`src/rtl/bcd_scan_counter.sv`:
```
// Four-digit BCD up/down counter with prescaled stepping, synchronous load,
// wrap/borrow pulse and a free-running multiplexed 7-segment digit scanner.
module bcd_scan_counter #(
    parameter int PRESCALE = 50000000,
    parameter int SCAN_DIV = 50000
) (
    input  logic        clk,
    input  logic        rst,
    input  logic        en,
    input  logic        up,
    input  logic        load,
    input  logic [15:0] load_val,
    output logic [15:0] count,
    output logic [3:0]  digit,
    output logic [3:0]  an,
    output logic        carry
);

    localparam int PS_W = (PRESCALE > 1) ? $clog2(PRESCALE) : 1;
    localparam int SC_W = (SCAN_DIV > 1) ? $clog2(SCAN_DIV) : 1;
    localparam logic [PS_W-1:0] PS_MAX = PS_W'(PRESCALE - 1);
    localparam logic [PS_W-1:0] PS_ONE = PS_W'(1);
    localparam logic [SC_W-1:0] SC_MAX = SC_W'(SCAN_DIV - 1);
    localparam logic [SC_W-1:0] SC_ONE = SC_W'(1);

    logic [15:0]     count_q, count_d;
    logic [PS_W-1:0] presc_q, presc_d;
    logic [SC_W-1:0] scan_q,  scan_d;
    logic [1:0]      sel_q,   sel_d;
    logic            carry_q, carry_d;
    logic            tick_s;
    logic [16:0]     step_s;

    // Returns {wrap, next} for a BCD increment; wrap is set only for 9999->0000.
    function automatic logic [16:0] bcd_inc(input logic [15:0] v);
        logic [15:0] r;
        logic        c;
        r = v;
        c = 1'b1;
        for (int i = 0; i < 4; i++) begin
            if (c) begin
                if (v[4*i +: 4] >= 4'd9) begin
                    r[4*i +: 4] = 4'd0;
                    c           = 1'b1;
                end else begin
                    r[4*i +: 4] = v[4*i +: 4] + 4'd1;
                    c           = 1'b0;
                end
            end else begin
                r[4*i +: 4] = v[4*i +: 4];
            end
        end
        return {c, r};
    endfunction

    // Returns {borrow, next} for a BCD decrement; borrow is set only for 0000->9999.
    function automatic logic [16:0] bcd_dec(input logic [15:0] v);
        logic [15:0] r;
        logic        b;
        r = v;
        b = 1'b1;
        for (int i = 0; i < 4; i++) begin
            if (b) begin
                if (v[4*i +: 4] == 4'd0) begin
                    r[4*i +: 4] = 4'd9;
                    b           = 1'b1;
                end else if (v[4*i +: 4] > 4'd9) begin
                    r[4*i +: 4] = 4'd9;
                    b           = 1'b0;
                end else begin
                    r[4*i +: 4] = v[4*i +: 4] - 4'd1;
                    b           = 1'b0;
                end
            end else begin
                r[4*i +: 4] = v[4*i +: 4];
            end
        end
        return {b, r};
    endfunction

    // Non-BCD nibbles in a load value are forced to zero.
    function automatic logic [15:0] bcd_clean(input logic [15:0] v);
        logic [15:0] r;
        for (int i = 0; i < 4; i++) begin
            if (v[4*i +: 4] > 4'd9) begin
                r[4*i +: 4] = 4'd0;
            end else begin
                r[4*i +: 4] = v[4*i +: 4];
            end
        end
        return r;
    endfunction

    assign tick_s = en && (presc_q == PS_MAX);

    // Count, prescaler and carry next-state; load outranks a coincident tick.
    always_comb begin
        count_d = count_q;
        presc_d = presc_q;
        carry_d = 1'b0;
        step_s  = up ? bcd_inc(count_q) : bcd_dec(count_q);
        if (load) begin
            count_d = bcd_clean(load_val);
            presc_d = '0;
        end else if (tick_s) begin
            count_d = step_s[15:0];
            presc_d = '0;
            carry_d = step_s[16];
        end else if (en) begin
            presc_d = presc_q + PS_ONE;
        end else begin
            presc_d = presc_q;
        end
    end

    // Free-running scan divider and digit pointer.
    always_comb begin
        scan_d = scan_q;
        sel_d  = sel_q;
        if (scan_q == SC_MAX) begin
            scan_d = '0;
            sel_d  = sel_q + 2'd1;
        end else begin
            scan_d = scan_q + SC_ONE;
        end
    end

    // State registers.
    always_ff @(posedge clk or posedge rst) begin
        if (rst) begin
            count_q <= 16'h0000;
            presc_q <= '0;
            scan_q  <= '0;
            sel_q   <= 2'd0;
            carry_q <= 1'b0;
        end else begin
            count_q <= count_d;
            presc_q <= presc_d;
            scan_q  <= scan_d;
            sel_q   <= sel_d;
            carry_q <= carry_d;
        end
    end

    // Display mux: combinational from count_q and sel_q so updates show without delay.
    always_comb begin
        digit = 4'h0;
        an    = 4'b1111;
        case (sel_q)
            2'd0:    begin digit = count_q[3:0];   an = 4'b1110; end
            2'd1:    begin digit = count_q[7:4];   an = 4'b1101; end
            2'd2:    begin digit = count_q[11:8];  an = 4'b1011; end
            2'd3:    begin digit = count_q[15:12]; an = 4'b0111; end
            default: begin digit = 4'h0;           an = 4'b1110; end
        endcase
    end

    assign count = count_q;
    assign carry = carry_q;

endmodule

```
`config.mk`:
```
export PLATFORM = sky130hd
export DESIGN_NAME = bcd_scan_counter
export DESIGN_NICKNAME = d
export VERILOG_FILES = /design/src/rtl/bcd_scan_counter.sv
export SDC_FILE = /design/constraint.sdc
export NUM_CORES = 1
export LEC_CHECK = 0
export ABC_AREA = 0
export CORE_MARGIN = 2
export CORE_UTILIZATION = 57
export CTS_CLUSTER_DIAMETER = 100
export DETAILED_ROUTE_END_ITERATION = 6
export GPL_TIMING_DRIVEN = 0
export PLACE_DENSITY = 0.81
export SLEW_MARGIN = 20
export SYNTH_ARGS = -nofsm -noshare
export SYNTH_HDL_FRONTEND = slang
export SYNTH_SLANG_ARGS = --single-unit
```
`constraint.sdc`:
```
create_clock -name clk -period 3.02 [get_ports clk]
set_input_delay 0.302 -clock clk [delete_from_list [all_inputs] [get_ports clk]]
set_output_delay 0.302 -clock clk [all_outputs]
set_load 0.005 [all_outputs]
```
==> flow_summary.ini, run 1 <==
[status]
status = complete, no violations

[sta]
setup_ws_ps = 365
final.setup.tns_ps = 0
hold_viol = 0
rsz0062_at_grt = no
slew_violations = 0
fin_crit_ps = 2660
tightestPinTransition_ps = 605
finalSetupViolations = 0
maxSlewHeadroom_pct = 59.6
max_freq_mhz = 377
post-route-period-util_pct = 87.9
finClkSkew_ps = 12.6

[synthesis]
syn_area_mm2 = 0.00398
muxShareOfSynthArea_pct = 2.17
synth_top_family_by_area = simple AND/OR/NAND/NOR gates
syn_nets = 488
syn_avg_cell_area_um2 = 8.88
synth_cell_type_count = 59
async_reset_ff_share_pct = 100
ys_warn_count = 0
synth_ff_type = dfrtp_1
yosys.area_share.simple_pct = 25.6
synthAdderAreaFrac_pct = 5.98
synth_xor_area_share_pct = 9.47
yosysSeqAreaShare_pct = 38.4
synth-seq-cells = 61
synth-edff-count = 0
synth_compound_area_share_pct = 14.0
synth_cells = 448

[global_routing]
track_usage_pct = 26.0
grt_pass1_vias = 3377
grt_pass1_wl_um = 15700
gr-total-overflow = 0
grt_max_degree = 52
antenna_found_initial = 0

[setup_path]
crit_end = count[15]$_DFFE_PP0P_
cp_slowest_cell = dfrtp_1
worst_setup_path_end_kind = flop
crit_start = count[4]$_DFFE_PP0P_
cp.arrival_ps = 2880
rrSetupSlack_ps = 360
critPathMaxFanout = 7
worstPathCellList = inv_1 > ha_1 > nor3b_1 > o21ai_1 > nand3_1 > and3b_1 > buf_4 > mux2_2
r2r-end = count[15]$_DFFE_PP0P_
worstPathRequired_ps = 3250
max_stage_delay_ps = 520
cp-start-kind = flop
rr_startpoint = count[4]$_DFFE_PP0P_
worstSetupPathType = flop to flop
r2r_cells = 8

[clock_tree]
cts_htree_levels = 3
path_clk_slew_ps = 70
cts_tree = yes
postCtsSetupBuffers = 0
ctsLongestPathBuffers = 2
cts_hold_buf = 0
worstSkewPairLatency_ps = 350
root_buffer = clkbuf_8
clock-sinks = 61
postCtsResizedCells = 0
cts_buffers = 9

[drt]
drtIter0Drc = 189
ant_nets = 0
via_per_inst = 6.07
dr.pass1.iters = 5
vias = 3572
wl_per_cell_um = 16.3
routed_wl_um = 9610
drc_errors = 0

[die]
io_pins = 46
core_mm2 = 0.00676
rows = 30
die_h_um = 87.5
die_area_mm2 = 0.00766
dieWidth_um = 87.5
start_util_pct = 58.9

[finish]
finalNetCount = 543
n_fill_cell = 518
drive_above_1_share_pct = 7.09
syn_to_final_growth_pct = 19.5
finalInstanceArea_mm2 = 0.00475
num_antenna_cells = 0
instances_no_fill = 588
mostFrequentLayoutCells = nor2_1, dfrtp_1, clkdlybuf4s50_1, nand2_1, nand3_1

[place]
place_congestion = 0.844
placedCellCount = 572
portBuffers = 43
dp_hpwl_um = 7030
post-place-ws_ps = 398
dpl_cell_area_mm2 = 0.00454

[pwr]
powerDensity_mw_per_mm2 = 595
power.leakage_uw = 0.00198
ir_drop_mv = 0.471

[worst_hold_path]
hp-class = input pin to async pin

[job]
maxCapViolCount = 0
## flip-flops by register name, indices dropped and copies added, names as in the netlist
register and flops:
carry 1, count 16, presc_q 26, scan_q 16, sel_q 2
## critical path, delay by kind of cell, from the launching register on
kind / cells / cell delay, ps
buffers and inverters: 2 / 310
and+or+nand+nor: 3 / 670
AOI/OAI and AO/OA: 1 / 420
muxes: 1 / 330
DFF: 1 / 520
adders and majority gates: 1 / 290
## cell usage after synthesis, types with 6 or more instances
cell type  instances  area, um^2
clkbuf_1          11        41.3
xor2_1            21         184
ha_1              19         238
nand2b_1           7        43.8
o21ai_0           20         100
dfrtp_1           61        1530
a31oi_1            6        37.5
nand3b_1           6        45.0
xnor2_1           22         193
a21oi_1           15        75.1
and3_1             6        37.5
nand4_1            7        43.8
nand3_1           31         155
inv_1             23        86.3
nor2b_1            7        43.8
nor2_1            61         229
mux2i_1            6        60.1
nor3_1            14        70.1
nand2_1           31         116
nor3b_1            8        60.1
## worst min path at each step
stage	endpoint	from	cells past startpoint
5_1_grt	scan_q[12]$_DFF_PP0_	rst	2
3_3_place_gp	scan_q[0]$_DFF_PP0_	scan_q[0]$_DFF_PP0_	1
4_1_cts	scan_q[7]$_DFF_PP0_	rst	2
2_1_floorplan	count[1]$_DFFE_PP0P_	load_val[1]	2
3_5_place_dp	scan_q[0]$_DFF_PP0_	scan_q[0]$_DFF_PP0_	1
6_report	scan_q[12]$_DFF_PP0_	rst	2
## cell type report
| class | instances | area [um^2] | share of cell area, % |
|---|---|---|---|
| tap | 80 | 100 | 2.11 |
| timing repair buffer | 44 | 458 | 9.64 |
| clock buffer | 10 | 128 | 2.69 |
| inverter | 24 | 92.6 | 1.95 |
| buffer | 18 | 83.8 | 1.76 |
| multi-input combinational | 345 | 2280 | 47.9 |
| sequential | 61 | 1530 | 32.1 |
| clock inverter | 6 | 86.3 | 1.82 |
## kinds of logic (layout without fill, tap and decap cells)
family / count (synthesis) / after routing
simple gates: 195 / 195
compound gates: 80 / 80
flops: 61 / 61
xor+xnor: 43 / 43
buf+inv: 42 / 102
fa+ha+maj: 19 / 19
mux: 8 / 8
## per-stage QoR
step	utilization, %	power [uW]	hold WS [ps]
floorplan	-	1620	419
global placement	66.7	1950	438
detailed placement	67.2	2000	452
CTS	70.3	2810	207
global route	70.3	2990	219
finish	70.3	2830	212
## report_power, final
part / switching (uW) / internal (uW) / total (uW)
clock network: 341 / 465 / 806
logic: 548 / 464 / 1010
registers: 118 / 891 / 1010
total: 1010 / 1820 / 2830
## per-layer routing
| metal | wire (um) | GRT usage [%] |
|---|---|---|
| met5 | 0 | 0 |
| met4 | 133 | 7.41 |
| met3 | 712 | 6.03 |
| met2 | 4450 | 40.3 |
| met1 | 4320 | 36.6 |
Note: power is estimated with default switching activity, not from simulation.
==> inputs of run 2 (changes only) <==
- CORE_MARGIN: 2 -> unset
==> flow_summary.ini, run 2 (synthesized netlist as in run 1, its figures left out) <==
[setup_path]
worst_setup_path_end_kind = flop
worstPathRequired_ps = 3250
cp.arrival_ps = 2930
worstSetupPathType = flop to flop
cp-start-kind = flop
critPathMaxFanout = 7

[sta]
finClkSkew_ps = 12.7
fin_crit_ps = 2710
slew_violations = 0
rsz0062_at_grt = no
max_freq_mhz = 370
maxSlewHeadroom_pct = 58.2
final.setup.tns_ps = 0
post-route-period-util_pct = 89.6
tightestPinTransition_ps = 625
finalSetupViolations = 0
hold_viol = 0

[global_routing]
track_usage_pct = 27.4
antenna_found_initial = 0
grt_pass1_wl_um = 15800
grt_max_degree = 47
grt_pass1_vias = 3336
gr-total-overflow = 0

[drt]
wl_per_cell_um = 16.0
dr.pass1.iters = 5
routed_wl_um = 9430
drc_errors = 0
drtIter0Drc = 264
vias = 3531
via_per_inst = 6.01
ant_nets = 0

[clock_tree]
postCtsSetupBuffers = 0
root_buffer = clkbuf_8
ctsLongestPathBuffers = 2
postCtsResizedCells = 0
path_clk_slew_ps = 70
cts_tree = yes
cts_hold_buf = 0
worstSkewPairLatency_ps = 340
cts_htree_levels = 3
clock-sinks = 61
cts_buffers = 9

[finish]
fin_util_pct = 70.3
drive_above_1_share_pct = 7.09
largest_register_ffs = 26
num_antenna_cells = 0
finalNetCount = 543
syn_to_final_growth_pct = 19.5
top_register = presc_q
n_fill_cell = 533
mostFrequentLayoutCells = nor2_1, dfrtp_1, clkdlybuf4s50_1, nand2_1, nand3_1

[pwr]
power.leakage_uw = 0.00198
powerDensity_mw_per_mm2 = 593
ir_drop_mv = 0.497

[place]
place_congestion = 0.870
portBuffers = 43
dp_hpwl_um = 6810

[die]
rows = 30
die_h_um = 85.5
die_area_mm2 = 0.00732
start_util_pct = 58.9
io_pins = 46
core_mm2 = 0.00676
dieWidth_um = 85.5

[worst_hold_path]
hp-class = input pin to async pin

[job]
maxCapViolCount = 0

[status]
status = complete, no violations
run 2: per-stage QoR:
| stage | power [uW] | instance area, um^2 | setup slack, ps | std cells | hold slack, ps |
|---|---|---|---|---|---|
| after global routing | 2980 | 4750 | 201 | 588 | 255 |
| after detailed placement | 1980 | 4540 | 438 | 572 | 446 |
| after floorplan | 1620 | 3980 | 871 | 448 | 419 |
| after CTS | 2810 | 4750 | 389 | 588 | 237 |
| after global placement | 1950 | 4510 | 83.2 | 571 | 437 |
| final | 2820 | 4750 | 314 | 588 | 239 |
run 2: where the power goes:
group          leakage, uW  internal (uW)  switching, uW
Combinational      0.00106            462            546
Clock             0.000107            465            337
Sequential        0.000814            891            118
run 2: final cells by class:
| cell class | count | area [um^2] | share of cell area, % |
|---|---|---|---|
| multi-input cells | 345 | 2280 | 47.9 |
| flip-flops and latches | 61 | 1530 | 32.1 |
| repair buffers | 44 | 458 | 9.64 |
| clock buffers | 10 | 128 | 2.69 |
| well taps | 80 | 100 | 2.11 |
| inverters | 24 | 92.6 | 1.95 |
| clock inverters | 6 | 86.3 | 1.82 |
| plain buffers | 18 | 83.8 | 1.76 |
run 2: worst paths after layout:
check / to / cells after the start / slack [ps] / startpoint
setup / recovery: count[15]$_DFFE_PP0P_ / 8 / 310 / count[4]$_DFFE_PP0P_
hold / removal: presc_q[5]$_DFFE_PP0P_ / 2 / 240 / rst
setup reg to reg: count[15]$_DFFE_PP0P_ / 8 / 310 / count[4]$_DFFE_PP0P_
hold reg to reg: scan_q[0]$_DFF_PP0_ / 1 / 460 / scan_q[0]$_DFF_PP0_
max in group asynchronous: sel_q[0]$_DFFE_PP0N_ / 3 / 2290 / rst
min in group clk: presc_q[1]$_DFFE_PP0P_ / 3 / 340 / en
run 2: critical path, stage by stage, from the launching register on:
cell     delay (ps)
dfrtp_1         540
inv_1           150
ha_1            290
nor3b_1         180
o21ai_1         410
nand3_1         220
and3b_1         310
buf_4           150
mux2_2          330
run 2: routing by layer:
layer  GRT usage [%]  share of wire (%)
met1            37.8                 45
met2            43.9                 46
met4            7.27                1.3
met5               0                  0
met3            6.26                7.3
==> inputs of run 3 (changes only) <==
- MAX_ROUTING_LAYER: unset -> met4
- TNS_END_PERCENT: unset -> 30
==> flow_summary.ini, run 3 (synthesized netlist as in run 1, its figures left out) <==
[status]
status = complete, no violations

[drt]
drtIter0Drc = 245
routed_wl_um = 9410
dr.pass1.iters = 5
vias = 3562
drc_errors = 0
ant_nets = 0
wl_per_cell_um = 16.0
via_per_inst = 6.06

[job]
maxCapViolCount = 0

[die]
die_h_um = 85.5
die_area_mm2 = 0.00732
dieWidth_um = 85.5
io_pins = 46
core_mm2 = 0.00676
start_util_pct = 58.9
rows = 30

[place]
dp_hpwl_um = 6810
portBuffers = 43
placedCellCount = 572
place_congestion = 0.884

[finish]
mostFrequentLayoutCells = nor2_1, dfrtp_1, clkdlybuf4s50_1, nand2_1, nand3_1
finalNetCount = 543
num_antenna_cells = 0
instances_no_fill = 588
syn_to_final_growth_pct = 19.5
drive_above_1_share_pct = 7.09
fin_util_pct = 70.3
top_register = presc_q
largest_register_ffs = 26

[setup_path]
cp_slowest_cell = dfrtp_1
max_stage_delay_ps = 540
worstPathCellList = inv_1 > ha_1 > nor3b_1 > o21ai_1 > nand3_1 > and3b_1 > buf_4 > mux2_2
worst_setup_path_end_kind = flop
cp.arrival_ps = 2910
cp_top_family = simple AND/OR/NAND/NOR gates
cp-start-kind = flop
cp_num_buf_inv = 2
critPathMaxFanout = 7
worstSetupPathType = flop to flop
worstPathRequired_ps = 3250

[clock_tree]
worstSkewPairLatency_ps = 340
path_clk_slew_ps = 70
root_buffer = clkbuf_8
cts_htree_levels = 3
clock-sinks = 61
postCtsResizedCells = 0
ctsLongestPathBuffers = 2
cts_hold_buf = 0
postCtsSetupBuffers = 0
cts_tree = yes
cts_buffers = 9

[global_routing]
grt_max_degree = 47
gr-total-overflow = 0
grt_pass1_wl_um = 15800
grt_pass1_vias = 3327
antenna_found_initial = 0
track_usage_pct = 28.2

[sta]
finClkSkew_ps = 11.5
max_freq_mhz = 372
maxSlewHeadroom_pct = 54.7
post-route-period-util_pct = 89.0
tightestPinTransition_ps = 678
final.setup.tns_ps = 0
whs_ps = 241
slew_violations = 0
fin_crit_ps = 2690
finalSetupViolations = 0
rsz0062_at_grt = no
hold_viol = 0

[worst_hold_path]
hp-class = input pin to async pin

[pwr]
power.total_uw = 2820
power.leakage_uw = 0.00198
powerDensity_mw_per_mm2 = 593
ir_drop_mv = 0.495
-- run 3: power breakdown --
group          switching (uW)  internal [uW]  leakage (uW)
clock                     339            465      0.000107
combinational             547            461       0.00106
sequential                117            891      0.000814
total                    1000           1820       0.00198
-- run 3: worst reg2reg max path: cells and delay by family, from the launching register on --
kind            cells  cell delay [ps]
mux                 1              330
simple gates        3              710
buf+inv             2              310
flops               1              540
fa+ha+maj           1              290
compound gates      1              400
-- run 3: final timing paths --
kind                                           start                endpoint  slack, ps  cells past startpoint
worst max-delay path            count[4]$_DFFE_PP0P_   count[15]$_DFFE_PP0P_        330                      8
worst min-delay path                             rst  presc_q[5]$_DFFE_PP0P_        240                      2
worst max register to register  count[4]$_DFFE_PP0P_   count[15]$_DFFE_PP0P_        330                      8
worst min register to register   scan_q[0]$_DFF_PP0_     scan_q[0]$_DFF_PP0_        460                      1
max in group asynchronous                        rst     scan_q[2]$_DFF_PP0_       2290                      3
min in group clk                                  en  presc_q[1]$_DFFE_PP0P_        350                      3
-- run 3: per-stage QoR --
stage	area [um^2]	worst slack, ps
5_1_grt	4750	201
2_1_floorplan	3980	871
3_3_place_gp	4510	83.2
3_5_place_dp	4540	438
4_1_cts	4750	389
6_report	4750	331
-- run 3: layout make-up --
cell class / instances / area (um^2)
Multi-Input combinational cell: 345 / 2280
Timing Repair Buffer: 44 / 458
Tap cell: 80 / 100
Buffer: 18 / 83.8
Clock buffer: 10 / 128
Sequential cell: 61 / 1530
Fill cell: 533 / 2000
Inverter: 24 / 92.6
Clock inverter: 6 / 86.3
-- run 3: routing by layer --
| layer | part of all wire, % | vias to the layer above | GRT usage, % | wire, um |
|---|---|---|---|---|
| met5 | 0 | - | - | 0 |
| met4 | 0.98 | 0 | 5.61 | 92 |
| met3 | 7.2 | 12 | 6.35 | 674 |
| met2 | 47 | 125 | 44.0 | 4390 |
| met1 | 45 | 1745 | 38.1 | 4250 |
| li1 | - | 1680 | - | - |
